$ cat src/rtl/branch_predictor.sv
// Dynamic branch predictor: a direct-mapped table of 2-bit saturating
// counters indexed by PC[IDX_BITS+1:2]. The ID stage gets a combinational
// taken/not-taken answer every cycle; the EX stage trains the table one
// entry per resolved branch. Two saturating performance counters track
// resolved branches and mispredictions.
module branch_predictor #(
   parameter int         IDX_BITS   = 4,
   parameter logic [1:0] INIT_STATE = 2'b10,
   parameter int         CNT_W      = 32
) (
   input  logic             clk_i,
   input  logic             rst_i,
   input  logic             Branch_i,
   input  logic [31:0]      PC_i,
   output logic             predict_o,
   input  logic             update_i,
   input  logic [31:0]      update_PC_i,
   input  logic             branch_result_i,
   input  logic             predict_i,
   output logic [CNT_W-1:0] branch_cnt_o,
   output logic [CNT_W-1:0] mispredict_cnt_o
);

   localparam int ENTRIES = 1 << IDX_BITS;

   // Counter encoding: 00 strong-NT, 01 weak-NT, 10 weak-T, 11 strong-T.
   // The upper bit is the prediction.
   logic [1:0]          ctr_table [ENTRIES];
   logic [IDX_BITS-1:0] lookup_idx;
   logic [IDX_BITS-1:0] update_idx;
   logic [CNT_W-1:0]    branch_cnt;
   logic [CNT_W-1:0]    mispredict_cnt;
   logic                mispredicted;

   // PC bits outside the index field carry no information for this table:
   // the byte offset is ignored and the upper bits alias by design (no tags).
   logic unused_pc_bits;
   assign unused_pc_bits = ^{PC_i[31:IDX_BITS+2], PC_i[1:0],
                             update_PC_i[31:IDX_BITS+2], update_PC_i[1:0]};

   // Step a 2-bit counter toward the observed outcome, saturating at 00/11.
   function automatic logic [1:0] ctr_next(input logic [1:0] cur,
                                           input logic       taken);
      logic [1:0] nxt;
      nxt = cur;
      if (taken) begin
         if (cur != 2'b11) nxt = cur + 2'b01;
      end else begin
         if (cur != 2'b00) nxt = cur - 2'b01;
      end
      return nxt;
   endfunction

   // Saturating increment for the performance counters: sticks at all-ones.
   function automatic logic [CNT_W-1:0] sat_inc(input logic [CNT_W-1:0] v);
      return (&v) ? v : v + CNT_W'(1);
   endfunction

   assign lookup_idx   = PC_i[IDX_BITS+1:2];
   assign update_idx   = update_PC_i[IDX_BITS+1:2];
   assign mispredicted = branch_result_i ^ predict_i;

   // Lookup reads the registered table only, so a same-cycle update to the
   // same entry is seen from the following cycle (no bypass).
   assign predict_o = Branch_i & ctr_table[lookup_idx][1];

   // Table training: one entry per resolved branch; reset restores every entry.
   always_ff @(posedge clk_i or posedge rst_i) begin
      if (rst_i) begin
         for (int i = 0; i < ENTRIES; i++) begin
            ctr_table[i] <= INIT_STATE;
         end
      end else if (update_i) begin
         ctr_table[update_idx] <= ctr_next(ctr_table[update_idx], branch_result_i);
      end
   end

   // Performance counters: count every resolved branch and each wrong guess.
   always_ff @(posedge clk_i or posedge rst_i) begin
      if (rst_i) begin
         branch_cnt     <= '0;
         mispredict_cnt <= '0;
      end else if (update_i) begin
         branch_cnt <= sat_inc(branch_cnt);
         if (mispredicted) begin
            mispredict_cnt <= sat_inc(mispredict_cnt);
         end
      end
   end

   assign branch_cnt_o     = branch_cnt;
   assign mispredict_cnt_o = mispredict_cnt;

endmodule

$ cat config.mk
export PLATFORM = sky130hd
export DESIGN_NAME = branch_predictor
export DESIGN_NICKNAME = d
export VERILOG_FILES = /design/src/rtl/branch_predictor.sv
export SDC_FILE = /design/constraint.sdc
export NUM_CORES = 1
export LEC_CHECK = 0
export ABC_AREA = 1
export CORE_AREA = 5 5 109 111
export CTS_CLUSTER_DIAMETER = 30
export DETAILED_ROUTE_END_ITERATION = 7
export DIE_AREA = 0 0 114 116
export DONT_BUFFER_PORTS = 1
export PLACE_DENSITY = 0.72
export SYNTH_ARGS = -nofsm -noshare
export SYNTH_HDL_FRONTEND = slang
export SYNTH_SLANG_ARGS = --single-unit
$ cat constraint.sdc
create_clock -name clk_i -period 2.5 [get_ports clk_i]
set_input_delay 0.25 -clock clk_i [delete_from_list [all_inputs] [get_ports clk_i]]
set_output_delay 0.25 -clock clk_i [all_outputs]
set_load 0.01 [all_outputs]
## Word-level counts from Yosys, hierarchy flattened

Cells that the tools add are included.

- Output and inout port bits: 65
- Logic and storage cells: 51
- Register bits after elaboration: 96

- Bitwise gates (word level): 6
- Order comparisons: 3
- Equal/unequal tests: 1
- Reduce and logical (&&, ||, !) cells: 6
- Mux-type cells: 13
- $add $sub $neg: 4

Operator list:

| operator | number |
|---|---|
| $add 32x1->32 const B | 2 |
| $reduce_and 32->1 | 2 |
| $bwmux 32 | 1 |
| $mux 2 | 9 |
| $bmux 2 s4 | 2 |
| $ge 5x5->1 const B | 2 |
| $not 4->5 | 2 |
| $demux 2 s4 | 1 |
| $lt 5x1->1 const B | 1 |
| $reduce_and 3->1 | 1 |
| $add 2x1->2 const B | 1 |
| $ne 2x2->1 const B | 1 |
| $not 1->1 | 2 |
| $reduce_and 2->1 | 1 |
| $reduce_bool 2->1 | 1 |
| $sub 2x1->2 const B | 1 |
| $and 1x1->1 | 1 |
| $logic_and 1x1->1 | 1 |
| $xor 1x1->1 | 1 |

## Longest topological paths before layout

Gate-level depths: netlist (run 1).

- Word-level depth: 9
- Mapped depth: 16

## Worst setup path before layout (run 1)

No wires, ideal clock.

- Path type: register to register
- Start point: register branch_cnt[0], in the netlist branch_cnt_o[0]
- End point: register branch_cnt[29], in the netlist branch_cnt_o[29]
- Buffers on the path: 1
- Path slack: 0.760 ns
- Setup time: 0.126 ns
- Stages on the path, launching flop included: 12
- Data arrival time: 1.613 ns
- Clock period less this slack: 1.740 ns
- Cells stage by stage: dfrtp_1 -> ha_1 -> nand3_1 -> inv_1 -> nand2_1 -> nor2_2 -> nand2_1 -> nand2_1 -> nand2_2 -> buf_2 -> nand2_1 -> o21ai_0

- Longest elaborated chain between the ends: 3

RTL lines:

| element | line | text |
|---|---|---|
| start: declaration | 31 | `logic [CNT_W-1:0] branch_cnt;` |
| start signal: assignment | 84 | `branch_cnt <= sat_inc(branch_cnt);` |
| branches (longest 3 deep; another with $add 32x1->32) | - |  |

Parallel ways; which one is timed is not known.
A chain may end at the register's enable or synchronous reset.

## Worst setup path in the final report (run 1)

- Start point: register mispredict_cnt[1], in the netlist mispredict_cnt_o[1]
- End point: register mispredict_cnt[24], in the netlist mispredict_cnt_o[24]

- Longest elaborated chain between the ends: 3

RTL lines:

| element | line | text |
|---|---|---|
| start: declaration | 32 | `logic [CNT_W-1:0] mispredict_cnt;` |
| start signal: assignment | 86 | `mispredict_cnt <= sat_inc(mispredict_cnt);` |
| branches (longest 3 deep; another with $add 32x1->32) | - |  |

Parallel ways; which one is timed is not known.

==> results of run 1 <==
## worst max-delay path by stage
stage	cells after the start	endpoint
finish	10	mispredict_cnt_o[24]
floorplan	11	branch_cnt_o[29]
detailed placement	10	branch_cnt_o[15]
global placement	11	branch_cnt_o[15]
global route	10	mispredict_cnt_o[24]
CTS	10	branch_cnt_o[15]
## worst min-delay path: cells and delay by family
family	cells	cell delay (ns)
simple gates	4	0.34
## layout make-up
type	instances	share of cell area
tap	140	0.0284
timing repair buffer	13	0.0183
sequential	96	0.393
multi-input combinational	634	0.478
clock inverter	6	0.00974
clock buffer	10	0.0207
inverter	83	0.0518
## metal layers
metal,up-vias,track usage,routed length [µm]
met5,-,0,0
met4,0,0.0721,242
met3,22,0.0632,1310
met2,214,0.365,6830
met1,2454,0.295,6130
li1,2601,-,-
## where the power goes
part / internal (mW) / total, mW / switching [mW]
registers: 1.85 / 2.22 / 0.367
clock network: 0.458 / 1.00 / 0.546
logic: 0.314 / 0.858 / 0.545
## cells in the final DEF, fill, tap and decap left out, drive strengths merged
master	count
xor2	31
a21oi	1
o21ai	36
xnor2	17
dlygate4sd3	1
nand3b	7
clkinv	3
ha	2
nand2	354
o221ai	1
nor3	22
o22ai	2
nand4	19
dfrtp	80
o211ai	3
a21boi	1
buf	12
nor2	95
inv	81
clkinvlp	4
clkbuf	10
nor4	1
nor3b	1
bufinv	1
nand3	41
dfstp	16
## logic make-up after synthesis
logic type,Yosys count
buffers and inverters,101
DFF,96
AOI/OAI and AO/OA,44
xor gates and xnor gates,48
adders and majority gates,2
and+or+nand+nor,540
## synthesized netlist by cell type (2+ instances only)
| master | instances | area share |
|---|---|---|
| nand2_1 | 346 | 0.22 |
| xnor2_1 | 17 | 0.026 |
| ha_1 | 2 | 0.0043 |
| dfrtp_1 | 80 | 0.34 |
| nand3b_1 | 7 | 0.0090 |
| o21ai_1 | 9 | 0.0077 |
| nor2_1 | 86 | 0.055 |
| xor2_1 | 31 | 0.047 |
| dfstp_2 | 16 | 0.072 |
| o22ai_1 | 2 | 0.0021 |
| inv_1 | 80 | 0.052 |
| nand3_1 | 41 | 0.035 |
| nand2_2 | 6 | 0.0064 |
| nand4_1 | 19 | 0.020 |
| inv_2 | 2 | 0.0013 |
| nand2_4 | 2 | 0.0039 |
| buf_2 | 7 | 0.0060 |
| o211ai_1 | 3 | 0.0039 |
| buf_6 | 9 | 0.017 |
| o21ai_0 | 26 | 0.022 |
| nor3_1 | 21 | 0.018 |
| nor2_2 | 8 | 0.0086 |
## flip-flops by register name, indices dropped and copies added, names as in the netlist
signal            flops
branch_cnt_o         32
ctr_table            32
mispredict_cnt_o     32
## metrics by stage
stage,instances,hold slack (ns),setup slack [ns],util
after floorplan,831,0.449,0.760,-
after global placement,965,0.118,0.266,0.557
after detailed placement,965,0.130,0.194,0.557
after CTS,982,0.218,0.155,0.575
after global routing,982,0.246,0.00608,0.576
final,982,0.242,0.194,0.576
## what timing repair did
action	CTS	global route
endpoints found under the setup margin	0	8
hold endpoints to repair	13	0
hold buffers	1	0
gates resized for setup	0	2
==> flow_summary.yaml, run 1 <==
finish:
  final_cell_area_um2: 6160
  multiInputGateArea_um2: 2950
  num-nets-final: 909
  seq_area_um2: 2420
  nFillCells: 995
  antenna_cells: 0
  syn2layout_area_growth_pct: 5.84
  drive_gt1_frac: 0.0784
clocking:
  cts_buffer_depth: 2
  clk_pin_slew_worst_paths_ns: 0.09
  cts_tree: "done"
  cts_setup_buffers: 0
  clkLatencyLatePin_ns: 0.36
  ctsRootBufferMaster: "clkbuf_8"
  htree_num_levels: 3
  numClockSinks: 96
  numCtsBuffers: 9
floorplan:
  die_y_um: 116
  core_um2: 10700
  dieArea_um2: 13200
  std_cell_rows: 38
  ios: 135
  die_x_um: 114
  initial_utilization: 0.544
logic_synthesis:
  synth_compound_area_frac: 0.0425
  synth_xor_area_frac: 0.0722
  yosysWarnings: 0
  synthAdderAreaFrac: 0.00430
  syn_area_per_cell_um2: 7.01
  ys_types: 33
  ys.flop_type: "dfrtp_1"
  synth_top_family_by_area: "simple AND/OR/NAND/NOR gates"
  synth-simple-area-share: 0.386
  synth_cells: 831
  synth-edff-count: 0
  synthMuxAreaShare: 0
  synthArstFlopShare: 1.00
  ys_seq_elements: 96
  yosysSeqAreaShare: 0.416
  syn-num-nets: 903
  netlist_area_um2: 5820
worst_setup_path:
  crit_fanout: 40
  rr_startpoint: "mispredict_cnt_o[1]"
  end_kind: "flip-flop"
  critPathTopFamily: "simple AND/OR/NAND/NOR gates"
  path_common_cell: "nand2_1"
  crit_chain: "ha_1, inv_1, nor2_2, nand2_1, nor2_2, nand2_1, nand2_2, inv_2, nand2_1, o21ai_1"
  r2r_setup_slack_ns: 0.19
  r2r_end: "mispredict_cnt_o[24]"
  required_ns: 2.71
  reg2regPathDepth: 10
  crit_path_max_incr_delay_ns: 0.48
  crit_start: "mispredict_cnt_o[1]"
  cp_slowest_cell: "dfrtp_1"
  path_buf_inv: 2
  critPathArrivalTime_ns: 2.52
  critical_path_class: "reg -> reg"
  cp-start-kind: "flip-flop"
sta:
  finalHoldViolCount: 0
  relSlewSlack: 0.574
  skew_ns: 0.00822
  finalSetupTns_ns: 0
  slew_violations: 0
  tightest_slew_ns: 0.638
  min_period_ns: 2.31
  fmax_mhz: 434
  setup_viol: 0
  rsz0062_at_grt: "false"
  finalCritPeriodShare: 0.923
power:
  powerDensity_nw_per_um2: 662
  ir_drop_mv: 0.492
  cellLeakagePower_nw: 2.87
  power.total_mw: 4.08
hold_path:
  hold_end: "ctr_table[5]"
  hp-start: "update_PC_i[5]"
  min_path_cells: 4
  hold_path_class: "in -> reg"
routing:
  drtPass1Iterations: 6
  vias_per_cell: 5.39
  vias: 5291
  wl_per_cell_um: 14.8
  drtAntennaViolNets: 0
  detail_route.drc_violations: 0
  drt_iter0_drc: 399
  wl_um: 14500
placement:
  routabilityCongestion: 0.909
  place_area_um2: 5960
  io_buffers: 0
  place_hpwl_um: 10800
global_route:
  antenna_found_initial: 0
  grt_pass1_vias: 5085
  grt_pass1_wl_um: 24400
  grt.overflow.total: 0
  grt_start_max_net_pins: 53
  track_usage: 0.225
job:
  maxCapViolCount: 0
run_status:
  outcome: "finished, final reports clean"
Power figures use the tool's default switching activity.
==> run 2, diff against run 1 <==
--- a/config.mk
+++ b/config.mk
@@ -6,12 +6,12 @@
 export NUM_CORES = 1
 export LEC_CHECK = 0
 export ABC_AREA = 1
-export CORE_AREA = 5 5 109 111
+export BUFFER_PORTS_ARGS = -buffer_cell sky130_fd_sc_hd__buf_4
+export CORE_AREA = 5 5 116 118
 export CTS_CLUSTER_DIAMETER = 30
 export DETAILED_ROUTE_END_ITERATION = 7
-export DIE_AREA = 0 0 114 116
-export DONT_BUFFER_PORTS = 1
-export PLACE_DENSITY = 0.72
+export DIE_AREA = 0 0 121 123
+export PLACE_DENSITY = 0.75
 export SYNTH_ARGS = -nofsm -noshare
 export SYNTH_HDL_FRONTEND = slang
 export SYNTH_SLANG_ARGS = --single-unit
==> flow_summary.yaml, run 2 (synthesized netlist as in run 1, its figures left out) <==
run_status:
  outcome: "finished, final reports clean"
placement:
  place_area_um2: 6520
  io_buffers: 78
  place_hpwl_um: 10400
  routabilityCongestion: 0.936
power:
  ir_drop_mv: 0.446
  seqPwrFrac: 0.467
  internal_power_mw: 3.09
  power.switching_mw: 1.50
  power.total_mw: 4.59
  cellLeakagePower_nw: 3.28
  powerDensity_nw_per_um2: 674
  sw_frac_of_total: 0.328
  p_clk_frac: 0.288
  comb_power_share: 0.245
routing:
  detail_route.drc_violations: 0
  drtAntennaViolNets: 0
  wl_per_cell_um: 13.4
  vias: 5501
  wl_um: 14500
  drt_iter0_drc: 415
  vias_per_cell: 5.08
  drtPass1Iterations: 6
worst_setup_path:
  cp.depth: 11
  crit_path_max_incr_delay_ns: 0.42
  r2r_setup_slack_ns: 0.37
  r2r_end: "branch_cnt_o[3]"
  cp-start-kind: "flip-flop"
  cp_slowest_cell: "dfrtp_1"
  required_ns: 2.77
  reg2regPathDepth: 11
  crit_fanout: 12
  rr_startpoint: "branch_cnt_o[0]"
  end_kind: "flip-flop"
  crit_chain: "ha_1, nand3_1, inv_1, nand2_1, nor2_2, nand2_1, nand2_1, nand2_2, buf_4, nand2_1, xor2_1"
  path_buf_inv: 2
  critPathArrivalTime_ns: 2.39
  critical_path_class: "reg -> reg"
  path_common_cell: "nand2_1"
  critPathTopFamily: "simple AND/OR/NAND/NOR gates"
floorplan:
  die_x_um: 121
  die_y_um: 123
  initial_utilization: 0.471
  ios: 135
  dieArea_um2: 14900
  core_um2: 12400
  std_cell_rows: 41
clocking:
  numClockSinks: 96
  clkLatencyLatePin_ns: 0.34
  numCtsBuffers: 9
  hold_buffers: 0
  clk_pin_slew_worst_paths_ns: 0.06
  cts_tree: "done"
  ctsRootBufferMaster: "clkbuf_16"
  htree_num_levels: 3
  cts_resized: 0
  cts_setup_buffers: 0
  cts_buffer_depth: 2
finish:
  layout_common_cells: "nand2_1 (346), nor2_1 (86), buf_4 (81)"
  num-nets-final: 978
  drive_gt1_frac: 0.148
  syn2layout_area_growth_pct: 16.9
  antenna_cells: 0
  final_cell_area_um2: 6810
  nFillCells: 1223
  final_common_cell: "nand2_1"
sta:
  finalSetupTns_ns: 0
  finalCritPeriodShare: 0.851
  min_period_ns: 2.13
  rsz0062_at_grt: "false"
  relSlewSlack: 0.573
  slew_violations: 0
  fmax_mhz: 470
  skew_ns: 0.00552
  finalHoldViolCount: 0
  setup_viol: 0
  tightest_slew_ns: 0.639
global_route:
  antenna_found_initial: 0
  grt.overflow.total: 0
  grt_pass1_wl_um: 24100
  grt_pass1_vias: 5116
  grt_start_max_net_pins: 97
  track_usage: 0.200
hold_path:
  hold_path_class: "in -> async"
job:
  maxCapViolCount: 0
==> run 2: worst reg2reg max path, stage by stage (launching register included) <==
cell and delay [ns]:
dfrtp_1 0.42, ha_1 0.22, nand3_1 0.13, inv_1 0.13, nand2_1 0.10, nor2_2 0.19, nand2_1 0.12, nand2_1 0.09
nand2_2 0.15, buf_4 0.25, nand2_1 0.08, xor2_1 0.16
==> run 2: metrics by stage <==
| step | setup slack [ns] | std cells | utilization | hold slack (ns) |
|---|---|---|---|---|
| 2_1_floorplan | 0.760 | 831 | - | 0.449 |
| 3_3_place_gp | 0.426 | 1067 | 0.528 | 0.441 |
| 3_5_place_dp | 0.394 | 1067 | 0.528 | 0.451 |
| 4_1_cts | 0.358 | 1083 | 0.551 | 0.0804 |
| 5_1_grt | 0.146 | 1083 | 0.551 | 0.120 |
| 6_report | 0.372 | 1083 | 0.551 | 0.0469 |
==> run 2: power by group through the flow <==
stage	logic (mW)	registers [mW]	clock network (mW)
6_report	1.13	2.14	1.32
5_1_grt	1.27	2.19	1.42
4_1_cts	1.14	2.15	1.36
3_5_place_dp	1.14	2.17	0
3_3_place_gp	1.11	2.16	0
2_1_floorplan	0.673	2.16	0
==> run 2: how the worst max path moves through the flow <==
stage / start / end / slack [ns]
after floorplan: branch_cnt_o[0] / branch_cnt_o[29] / 0.76
after global placement: branch_cnt_o[0] / branch_cnt_o[3] / 0.43
after detailed placement: branch_cnt_o[0] / branch_cnt_o[2] / 0.39
after CTS: branch_cnt_o[0] / branch_cnt_o[2] / 0.36
after global routing: mispredict_cnt_o[1] / mispredict_cnt_o[17] / 0.15
final: branch_cnt_o[0] / branch_cnt_o[3] / 0.37
==> run 2: area by class of cell <==
class	instances	area (µm²)	share of cell area
multi-input cells	634	2940	0.432
flip-flops and latches	96	2420	0.356
repair buffers	82	628	0.0923
inverters	83	315	0.0463
clock buffers	13	270	0.0397
well taps	172	215	0.0316
clock inverters	3	15.0	0.00221
==> run 2: per-layer routing <==
layer / part of all wire / up-vias / global-route usage
met5: 0 / - / 0
li1: - / 2735 / -
met3: 0.055 / 17 / 0.0339
met1: 0.47 / 2600 / 0.277
met4: 0.016 / 0 / 0.0822
met2: 0.46 / 149 / 0.314
==> run 3, diff against run 2 <==
==> constraint.sdc (replaced) <==
create_clock -name clk_i -period 2.5 [get_ports clk_i]
set_input_delay 0.125 -clock clk_i [delete_from_list [all_inputs] [get_ports clk_i]]
set_output_delay 0.125 -clock clk_i [all_outputs]
set_load 0.01 [all_outputs]
==> flow_summary.yaml, run 3 (synthesized netlist as in run 1, its figures left out) <==
run_status:
  outcome: "finished, final reports clean"
worst_setup_path:
  cp-start-kind: "flip-flop"
  required_ns: 2.77
  critPathArrivalTime_ns: 2.46
  crit_fanout: 17
  critical_path_class: "reg -> reg"
  crit_chain: "ha_1, nand3_1, inv_1, nand2_1, nor2_2, nand2_1, nand2_1, nand2_2, buf_4, nand2_1, xor2_1"
  end_kind: "flip-flop"
  cp_slowest_cell: "dfrtp_1"
  crit_path_max_incr_delay_ns: 0.41
  path_common_cell: "nand2_1"
routing:
  drtPass1Iterations: 5
  vias: 5445
  wl_um: 14600
  drt_iter0_drc: 413
  detail_route.drc_violations: 0
  drtAntennaViolNets: 0
  vias_per_cell: 5.02
  wl_per_cell_um: 13.4
clocking:
  cts_buffer_depth: 2
  cts_tree: "done"
  hold_buffers: 1
  clkLatencyLatePin_ns: 0.34
  numCtsBuffers: 9
  cts_resized: 0
  numClockSinks: 96
  ctsRootBufferMaster: "clkbuf_16"
  htree_num_levels: 3
  clk_pin_slew_worst_paths_ns: 0.07
  cts_setup_buffers: 0
placement:
  routabilityCongestion: 0.899
  io_buffers: 78
  place_hpwl_um: 10500
sta:
  skew_ns: 0.00672
  relSlewSlack: 0.580
  finalHoldViolCount: 0
  setup_viol: 0
  finalSetupTns_ns: 0
  finalCritPeriodShare: 0.877
  min_period_ns: 2.19
  fmax_mhz: 456
  tightest_slew_ns: 0.629
  rsz0062_at_grt: "false"
  slew_violations: 0
global_route:
  grt.overflow.total: 0
  grt_pass1_wl_um: 24200
  grt_pass1_vias: 4999
  antenna_found_initial: 0
  track_usage: 0.202
  grt_start_max_net_pins: 97
floorplan:
  initial_utilization: 0.471
  core_um2: 12400
  std_cell_rows: 41
  dieArea_um2: 14900
  die_x_um: 121
  die_y_um: 123
  ios: 135
job:
  maxCapViolCount: 0
power:
  power.total_mw: 4.51
  cellLeakagePower_nw: 3.27
  ir_drop_mv: 0.542
  powerDensity_nw_per_um2: 664
finish:
  layout_common_cells: "nand2_1 (346), nor2_1 (86), buf_4 (81)"
  drive_gt1_frac: 0.144
  antenna_cells: 0
  num-nets-final: 979
  syn2layout_area_growth_pct: 16.5
  final_common_cell: "nand2_1"
hold_path:
  hold_path_class: "in -> reg"
==> run 3: cell count changes in the layout (fill, tap and decap cells not counted), sizes merged <==
| cell | before | now |
|---|---|---|
| clkbuf | 13 | 14 |
| dlygate4sd3 | 0 | 1 |
| clkinv | 4 | 3 |
==> run 3: final cells by class <==
class	count	area (µm²)
clock buffer	14	244
multi-input combinational	634	2940
inverter	83	315
sequential	96	2420
timing repair buffer	83	638
fill	1213	5580
clock inverter	2	10.0
tap	172	215
==> run 3: worst paths after layout <==
check	slack, ns	cells past startpoint	start	to
worst max-delay path	0.31	11	branch_cnt_o[0]	branch_cnt_o[19]
worst min-delay path	0.27	6	update_PC_i[4]	ctr_table[29]
worst max register to register	0.31	11	branch_cnt_o[0]	branch_cnt_o[19]
worst min register to register	0.48	2	ctr_table[3]	ctr_table[3]
max in group asynchronous	1.61	4	rst_i	mispredict_cnt_o[30]
min in group asynchronous	0.45	4	rst_i	mispredict_cnt_o[29]
==> run 3: stage by stage <==
step,hold WS (ns),cells,cell area [µm²],setup WS [ns],util
5_1_grt,0.289,1084,6790,0.114,0.549
2_1_floorplan,0.385,831,5830,0.760,-
3_3_place_gp,0.311,1067,6520,0.376,0.528
3_5_place_dp,0.325,1067,6520,0.339,0.528
6_report,0.272,1084,6790,0.306,0.549
4_1_cts,0.248,1084,6790,0.294,0.549
==> run 3: routing by layer <==
layer  GRT usage  vias to the layer above  wire length [µm]
li1            -                     2742                 -
met2       0.314                      129              6750
met4      0.0779                        0               287
met3      0.0366                       23               693
met1       0.282                     2551              6840
met5           0                        -                 0
==> run 3: worst max-delay path: cells and delay by family (launching register included) <==
| family | cells | cell delay [ns] |
|---|---|---|
| AND/OR/NAND/NOR | 7 | 0.95 |
| buffers and inverters | 2 | 0.41 |
| flip-flops | 1 | 0.41 |
| adder cells (fa/ha/maj) | 1 | 0.22 |
| XOR/XNOR | 1 | 0.14 |
==> run 3: where the power goes <==
group	switching (mW)	internal, mW	leakage [nW]
clock	0.560	0.673	0.125
sequential	0.290	1.85	1.22
combinational	0.649	0.480	1.93
